## config.mk

```make
export PLATFORM = sky130hd
export DESIGN_NAME = instr_loader
export DESIGN_NICKNAME = d
export VERILOG_FILES = /design/src/rtl/instr_loader.sv
export SDC_FILE = /design/constraint.sdc
export NUM_CORES = 1
export LEC_CHECK = 0
export CELL_PAD_IN_SITES_DETAIL_PLACEMENT = 2
export CELL_PAD_IN_SITES_GLOBAL_PLACEMENT = 2
export CORE_UTILIZATION = 20
export DETAILED_ROUTE_END_ITERATION = 10
export PLACE_DENSITY = 0.87
export SETUP_SLACK_MARGIN = 0.3
export SLEW_MARGIN = 5
export SYNTH_ARGS = -nofsm -noshare
export SYNTH_HDL_FRONTEND = slang
export SYNTH_SLANG_ARGS = --single-unit
```

## constraint.sdc

```tcl
create_clock -name clk -period 1.8 [get_ports clk]
set_input_delay 0.27 -clock clk [delete_from_list [all_inputs] [get_ports clk]]
set_output_delay 0.27 -clock clk [all_outputs]
set_load 0.05 [all_outputs]
```

## src/rtl/instr_loader.sv

```systemverilog
// Instruction loader: encodes symbolic MIPS fields into 32-bit words and writes
// them sequentially into instruction memory over a valid/ready handshake.
module instr_loader #(
    parameter int ADDR_WIDTH = 8
) (
    input  logic                  clk,
    input  logic                  rst,
    input  logic                  in_valid,
    output logic                  in_ready,
    input  logic [2:0]            op_class,
    input  logic [4:0]            rs,
    input  logic [4:0]            rt,
    input  logic [4:0]            rd,
    input  logic [4:0]            shamt,
    input  logic [5:0]            funct,
    input  logic [15:0]           imm,
    input  logic [25:0]           target,
    input  logic                  finish,
    input  logic                  flush,
    output logic                  imem_we,
    output logic [ADDR_WIDTH-1:0] imem_addr,
    output logic [31:0]           imem_wdata,
    output logic [ADDR_WIDTH:0]   count,
    output logic                  full,
    output logic                  done,
    output logic                  err
);

    // state | meaning
    // LOAD  | accepting instructions
    // FULL  | memory filled, waiting for finish or flush
    // DONE  | program closed, idle until flush
    typedef enum logic [1:0] {
        LOAD = 2'd0,
        FULL = 2'd1,
        DONE = 2'd2
    } state_t;

    localparam logic [ADDR_WIDTH:0] DEPTH_CNT = {1'b1, {ADDR_WIDTH{1'b0}}};

    state_t              state, state_next;
    logic                accept;
    logic                supported;
    logic [31:0]         enc_word;
    logic [ADDR_WIDTH:0] count_inc;

    assign in_ready = (state == LOAD) && (count != DEPTH_CNT) && !rst && !flush;
    assign full     = (count == DEPTH_CNT);
    assign done     = (state == DONE);

    always_comb begin
        accept    = in_valid && in_ready;
        supported = (op_class != 3'd6) && (op_class != 3'd7);
        count_inc = count + 1'b1;
        enc_word  = 32'd0;
        case (op_class)
            3'd0:    enc_word = {6'd0, rs, rt, rd, shamt, funct};
            3'd1:    enc_word = {6'd35, rs, rt, imm};
            3'd2:    enc_word = {6'd43, rs, rt, imm};
            3'd3:    enc_word = {6'd4, rs, rt, imm};
            3'd4:    enc_word = {6'd2, target};
            3'd5:    enc_word = {6'd8, rs, rt, imm};
            default: enc_word = 32'd0;
        endcase

        state_next = state;
        if (flush) begin
            state_next = LOAD;
        end else begin
            case (state)
                LOAD: begin
                    if (finish)
                        state_next = DONE;
                    else if (accept && supported && (count_inc == DEPTH_CNT))
                        state_next = FULL;
                end
                FULL:    if (finish) state_next = DONE;
                DONE:    state_next = DONE;
                default: state_next = LOAD;
            endcase
        end
    end

    always_ff @(posedge clk) begin
        if (rst)
            state <= LOAD;
        else
            state <= state_next;
    end

    always_ff @(posedge clk) begin
        if (rst) begin
            imem_we    <= 1'b0;
            imem_addr  <= '0;
            imem_wdata <= 32'd0;
            count      <= '0;
            err        <= 1'b0;
        end else if (flush) begin
            // address/data hold their last values; only the strobe matters
            imem_we <= 1'b0;
            count   <= '0;
            err     <= 1'b0;
        end else begin
            imem_we <= accept && supported;
            if (accept && supported) begin
                imem_wdata <= enc_word;
                imem_addr  <= count[ADDR_WIDTH-1:0];
                count      <= count_inc;
            end
            if (accept && !supported)
                err <= 1'b1;
        end
    end

endmodule
```

# Word-level counts from Yosys, hierarchy flattened
# Cells that the tools add are included.
totals:
  register_bits: 53
  word_cells: 43
op_classes:
  n_eq_ne: 14
  n_mux: 5
  bitwise: 1
  reduce_logical: 16
  n_addsub: 1
ops:
  columns: ["op", "count"]
  rows:
  - ["$pmux W32 S6", 1]
  - ["$eq A9 B9 Y1 const B", 2]
  - ["$add A9 B1 Y9 const B", 1]
  - ["$ne A9 B9 Y1 const B", 1]
  - ["$logic_and A1 B1 Y1", 8]
  - ["$eq A3 B2 Y1 const B", 2]
  - ["$eq A3 B3 Y1 const B", 2]
  - ["$mux W2", 3]
  - ["$ne A3 B3 Y1 const B", 2]
  - ["$pmux W2 S3", 1]
  - ["$reduce_and A2 Y1", 2]
  - ["$eq A3 B1 Y1 const B", 1]
  - ["$logic_not A1 Y1", 3]
  - ["$logic_not A3 Y1", 1]
  - ["$ne A3 B2 Y1 const B", 1]
  - ["$eq A2 B1 Y1 const B", 1]
  - ["$eq A2 B2 Y1 const B", 1]
  - ["$logic_not A2 Y1", 1]
  - ["$ne A2 B2 Y1 const B", 1]
  - ["$reduce_or A2 Y1", 1]
  - ["$not A1 Y1", 1]

# Depth between registers and ports, before layout
logic_depth:
  ltp_word: 10
  depth_mapped: 9
  ltp_nobuf: 8

# Least setup slack after synthesis
# No wires, ideal clock.
synth_path:
  kind: "reg2out"
  start: "register count[0]"
  end: "output port in_ready"
  path_slack_ns: -0.630
  t_required_ns: 1.530
  path_stages_with_launch: 5
  arrival_ns: 2.160
  path_buffers: 0
  path_cell_list: "dfxtp_1 -> inv_1 -> ha_1 -> and4_1 -> nor2_1"
synth_between:
  elab_chain_len: 4
synth_lines:
  columns: ["element", "line", "text"]
  rows:
  - ["start: declaration", "23", "output logic [ADDR_WIDTH:0] count,"]
  - ["start signal: assignment", "108", "count <= count_inc;"]
  - ["$ne A9 B9 Y1", "47", "assign in_ready = (state == LOAD) && (count != DEPTH_CNT) && !rst && !flush;"]
  - ["$logic_and A1 B1 Y1 (3 in a row)", "47", null]
  - ["end: declaration", "9", "output logic in_ready,"]
# Every way passes these cells.

# Worst setup path in the final report
layout_path:
  start: "register count[1]"
  end: "output port in_ready"
# The elaborated chain is that of the path after synthesis.

==> flow_metrics.tcl <==
set metrics [dict create \
    path_class "reg2out" \
    synth-main-ff-cell "dfxtp_1" \
    cp-start-kind "flip-flop" \
    first_global_vias 3864 \
    final_cell_mix "buf_4 (73), clkdlybuf4s50_1 (72), a22oi_1 (42), dfxtp_1 (40), nor2_1 (39)" \
    setup_viol 8 \
    dr.pass1.iters 4 \
    cts_buffers 5 \
    yosys.area.top_type_share 0.364 \
    syn_nets 455 \
    power_density_nw_per_um2 553 \
    cp.arrival_ps 1590 \
    start_util 0.209 \
    min_path_type "in2reg" \
    dpl_cell_area_um2 4520 \
    min_path_cells 3 \
    hpwl_mm 8.99 \
    dr.first_iter.drc_count 95 \
    use_met3 0.0363 \
    grt_use_met2 0.337 \
    syn_avg_cell_area_um2 7.55 \
    synth_top_cells_by_area "dfxtp_1 (36%), a22oi_1 (11%), nor2_1 (9.2%)" \
    nNetsFinal 627 \
    rsz0062_at_grt "true" \
    drive_above_1_share 0.387 \
    worst_pin_slew_ps 540 \
    die_height_um 120 \
    finalInstanceArea_um2 5440 \
    setup_ws_ps -61.1 \
    fmax_ghz 0.537 \
    yosysTopAreaCell "dfxtp_1" \
    drv_slew 0 \
    antenna_found_initial 0 \
    gp_congestion 0.734 \
    relSlewSlack 0.641 \
    track_usage 0.180 \
    crit_fanout 6 \
    final_util 0.404 \
    area_delta_synth_final_pct 93.7 \
    leakagePower_nw 2.15 \
    drc 0 \
    tritoncts "done" \
    htreeDepth 2 \
    reg2reg_depth 7 \
    die-area_um2 14500 \
    grt_pass1_wl_mm 20.4 \
    status "complete, but fails checks" \
    num_rows 42 \
    seq_area_frac_synth 0.364 \
    cts_root_buffer "clkbuf_16" \
    diodes 0 \
    use_met1 0.197 \
    synth-edff-count 0 \
    fin_skew_ps 9.49 \
    coreArea_um2 13500 \
    avgRoutedWirePerCell_um 18.3 \
    fill_cells 1517 \
    grt_overflow 0 \
    hold_buffers 0 \
    period_share 1.03 \
    ant_nets 0 \
    min_period_ps 1860 \
    vias_per_cell 4.83 \
    grt_max_degree 23 \
    die_w_um 120 \
    synth.distinct_cells 44 \
    clock_sinks 51 \
    top_usage_layer "met2" \
    vias 3483 \
    final_common_cell "buf_4" \
    max-clock-path-buffers 2 \
    cp.required_ps 1530 \
    hold_viol_final 0 \
    pin_count 130 \
    yosysWarnings 0 \
    port-buffer-count 128 \
    cts.clk_slew.worst_paths_ps 70 \
    cp-end-kind "output port" \
    drt-total-wl_mm 13.2 \
    syn-instance-count 372 \
    ys_ff_latch 51 \
    cap_violations 0 \
    max-vdd-ir-drop_v 0.000300 \
    syn_area_um2 2810 \
    failed_checks "setup timing" \
    async_flop_share 0 \
    clock_latency_ps 290 \
]
[timing repair]
action / CTS / global route
gates cloned: 5 / 0
setup buffers: 25 / 7
pin swaps: 16 / 10
endpoints found under the setup margin: 76 / 62
resized for setup: 112 / 49
[registers in the layout (all words and copies together) (netlist names)]
register	count
imem_wdata	30
count	9
imem_addr	8
state	2
err	1
imem_we	1
[power by group]
group	switching (W)	internal, W
Sequential	0.0000252	0.00115
Clock	0.000451	0.000522
Combinational	0.000442	0.000416
[metrics by stage]
stage	std cells	setup TNS, ps	setup slack [ps]	hold slack, ps	power (W)
after floorplan	372	0	71.8	459	0.00157
after global placement	676	-2190	-142	444	0.00191
after detailed placement	676	-3810	-227	459	0.00193
after CTS	714	-8.99	-8.99	467	0.00301
after global routing	721	-2270	-172	460	0.00315
final	721	-339	-61.1	455	0.00301
[cells in the mapped netlist (3+ instances only)]
cell type,number
or3_1,3
a22oi_1,42
xor2_1,5
inv_1,16
nor2_1,69
o31ai_1,3
a21oi_1,13
ha_1,7
o22ai_1,26
o21ai_0,4
nand4_1,3
buf_2,13
and3_1,3
nand3b_1,3
clkbuf_1,19
nand3_1,5
xnor2_1,3
dfxtp_1,51
nor3_1,29
nand2_1,26
[path summary, 6_finish.rpt]
check / from / slack (ps) / endpoint
setup / recovery: count[1]$_SDFFE_PP0P_ / -60 / in_ready
hold / removal: op_class[1] / 460 / err$_SDFFE_PP0P_
setup reg to reg: count[1]$_SDFFE_PP0P_ / -60 / count[6]$_SDFFE_PP0P_
hold reg to reg: imem_addr[4]$_SDFFE_PP0P_ / 460 / imem_addr[4]$_SDFFE_PP0P_
[critical path, cell delays in order, from the launching register on]
cell and delay, ps:
dfxtp_4 400, buf_6 120, inv_4 30, ha_4 160, buf_4 130, and4_4 200
nor2_4 100, buf_12 140
[cell families after synthesis]
family                     Yosys count  share of synthesized area
xor gates and xnor gates             8                     0.0250
muxes                                1                    0.00357
and+or+nand+nor                    154                      0.250
adders and majority gates            7                     0.0312
other                                1                    0.00134
AOI/OAI and AO/OA                   98                      0.245
buffers and inverters               52                     0.0807
DFF                                 51                      0.364
[routing by layer]
metal | wire length (µm) | share of wire
met3 | 634 | 0.048
met4 | 385 | 0.029
met2 | 7110 | 0.54
met5 | 0 | 0
met1 | 5060 | 0.38
[final cells by class]
cell class | count | area (µm²) | area share
Multi-Input combinational cell | 270 | 1970 | 0.363
Sequential cell | 51 | 1050 | 0.193
Inverter | 16 | 77.6 | 0.0143
Timing Repair Buffer | 200 | 1970 | 0.361
Tap cell | 176 | 220 | 0.0405
Clock buffer | 5 | 125 | 0.0230
Clock inverter | 3 | 23.8 | 0.00437
(Power assumes the default switching activity.)
==> patch, RTL diff (config.mk and constraints unchanged) <==
Make the reset (`rst`) asynchronous in 2 clocked blocks.
--- a/src/rtl/instr_loader.sv
+++ b/src/rtl/instr_loader.sv
@@ -82,5 +82,5 @@
     end
 
-    always_ff @(posedge clk) begin
+    always_ff @(posedge clk or posedge rst) begin
         if (rst)
             state <= LOAD;
@@ -89,5 +89,5 @@
     end
 
-    always_ff @(posedge clk) begin
+    always_ff @(posedge clk or posedge rst) begin
         if (rst) begin
             imem_we    <= 1'b0;
Formal check against the unedited RTL: differs if rst is asserted again (counterexample within 4 cycles, from zero or initial values and one cycle with rst high); with rst held inactive, the same outputs for 10 cycles.
==> patch against the unedited design <==
- the flow still finishes with violations (negative setup slack)
- final area is 0.64% lower
- setup slack worse by 0.23 ns
- sequential share of layout area is 4.4 points higher
- largest cell class is now buffers
- count of clock-buffer cells in the layout stayed put
- critical path depth is 3 higher
- sequential cell count stayed put
- utilization is 3.2 points lower
- synthesized area is 6.1% higher
- routed wire length is 4.8% lower
Power is not compared: it rests on default switching activity, and its combinational part moved more than twofold at a synthesized area within 25%.
==> patch: results <==
metrics = {
    "worst_setup_path": {
        "worstPathMaxFanout": 8,
        "r2r_start": "state[1]",
        "ff2ff_path_depth": 10,
        "endpoint_kind": "flop",
        "crit_slowest_cell": "dfrtp_1",
        "setup.worst_path.start_class": "flop",
        "crit_arrival_ns": 2.34,
        "cpPeakStageDelay_ns": 0.39,
        "timing.rr.end": "imem_wdata[28]",
        "critical-path-top-delay-family": "compound AO/OA/AOI/OAI gates",
    },
    "cells_and_area": {
        "antenna_cells": 0,
        "fin_nets": 590,
        "drive_gt1_share_pct": 35.04,
        "fillers": 1598,
        "top_regs": "imem_wdata: 30 flops, count: 9 flops, imem_addr: 8 flops",
    },
    "logic_synthesis": {
        "yosys-top-cells-count": "55 x nand2_1, 51 x dfrtp_1, 40 x o21ai_0",
        "synth_cell_type_count": 49,
        "seq_area_frac_synth_pct": 42.86,
        "ys_dominant_reg_cell": "dfrtp_1",
        "synthesis.nets": 415,
        "async_reset_ff_share_pct": 100.0,
        "netlist_instances": 332,
        "synth.area.top_cells": "dfrtp_1 43%, mux2i_1 7.4%, nand2_1 6.9%",
        "ys_warn_count": 0,
    },
    "clocking": {
        "clock_path_buffers": 2,
        "root_buffer": "clkbuf_16",
        "insertion_delay_ns": 0.30,
        "numCtsBuffers": 5,
        "clk_pin_slew_worst_paths_ns": 0.07,
        "cts_max_level": 2,
    },
    "drt": {
        "drt-pass1-iter-count": 4,
        "routedWlPerCell_um": 18.14,
        "routed_via_density": 4.698,
        "drt-initial-drc-count": 95,
        "drt-total-wl_um": 12550,
    },
    "sta": {
        "setup_viol": 53,
        "slew_headroom_pct": 28.02,
        "skew_ns": 0.006891,
        "final.setup.tns_ns": -11.61,
        "worst_slack_ns": -0.2953,
    },
    "pwr": {
        "p_leak_nw": 2.379,
        "peakVddDrop_mv": 0.3753,
    },
    "placement": {
        "place_ws_ns": -0.4757,
        "dp.cells": 666,
        "numPortBuffers": 128,
        "gp_congestion": 0.8434,
        "place_area_mm2": 0.004733,
        "place_hpwl_um": 9019,
    },
    "grt": {
        "grt_usage_pct": 16.24,
        "grt_max_degree": 52,
        "grt_pass1_wl_um": 19000,
        "grt_antenna_before_repair": 0,
        "grt_pass1_vias": 3641,
    },
    "status": {
        "status": "complete, but fails checks",
        "violations": "negative setup slack",
    },
    "min_path": {
        "min_path_type": "in -> async",
    },
}
==> patch: kinds of logic after synthesis <==
family / after synthesis / synth area share, %
other cells: 1 / 0.1259
flops: 51 / 42.86
xor+xnor: 5 / 1.471
buf+inv: 42 / 7.437
fa+ha+maj: 7 / 2.941
simple gates: 110 / 16.14
mux: 23 / 7.773
compound gates: 93 / 21.26
==> patch: worst min-delay path by stage <==
stage	from	end	slack (ns)	cells after the start
global placement	imem_addr[7]	imem_addr[7]	0.46	2
global route	rst	state[1]	0.42	3
floorplan	target[16]	imem_wdata[16]	0.41	2
detailed placement	imem_wdata[6]	imem_wdata[6]	0.47	2
finish	rst	state[1]	0.36	3
CTS	rst	imem_addr[3]	0.39	3
==> patch: final cells by class <==
type | count | area (um2) | share of cell area, %
Clock buffer | 5 | 125.1 | 2.315
Clock inverter | 3 | 43.79 | 0.8104
Inverter | 12 | 52.55 | 0.9724
Multi-Input combinational cell | 239 | 1804 | 33.39
Sequential cell | 51 | 1282 | 23.73
Tap cell | 184 | 230.2 | 4.260
Timing Repair Buffer | 198 | 1866 | 34.52
==> patch: timing repair <==
item	4_1_cts	5_1_grt
resized for setup	74	63
setup endpoints to repair	76	70
setup buffers	9	7
cloned	0	2
pin swaps	19	20
==> patch: per-layer routing <==
layer	vias up	track usage, %	part of all wire [%]	wire length [um]
met5	-	0	0	0
met4	0	3.423	1.6	202
met3	16	5.449	6.3	793
met2	103	30.59	54	6795
met1	1617	17.41	38	4759
li1	1515	-	-	-
==> patch: power by group <==
| group | internal (W) | switching, W |
|---|---|---|
| logic | 0.000665 | 0.00116 |
| registers | 0.00133 | 0.000133 |
| clock network | 0.000658 | 0.000478 |
| total | 0.00265 | 0.00177 |
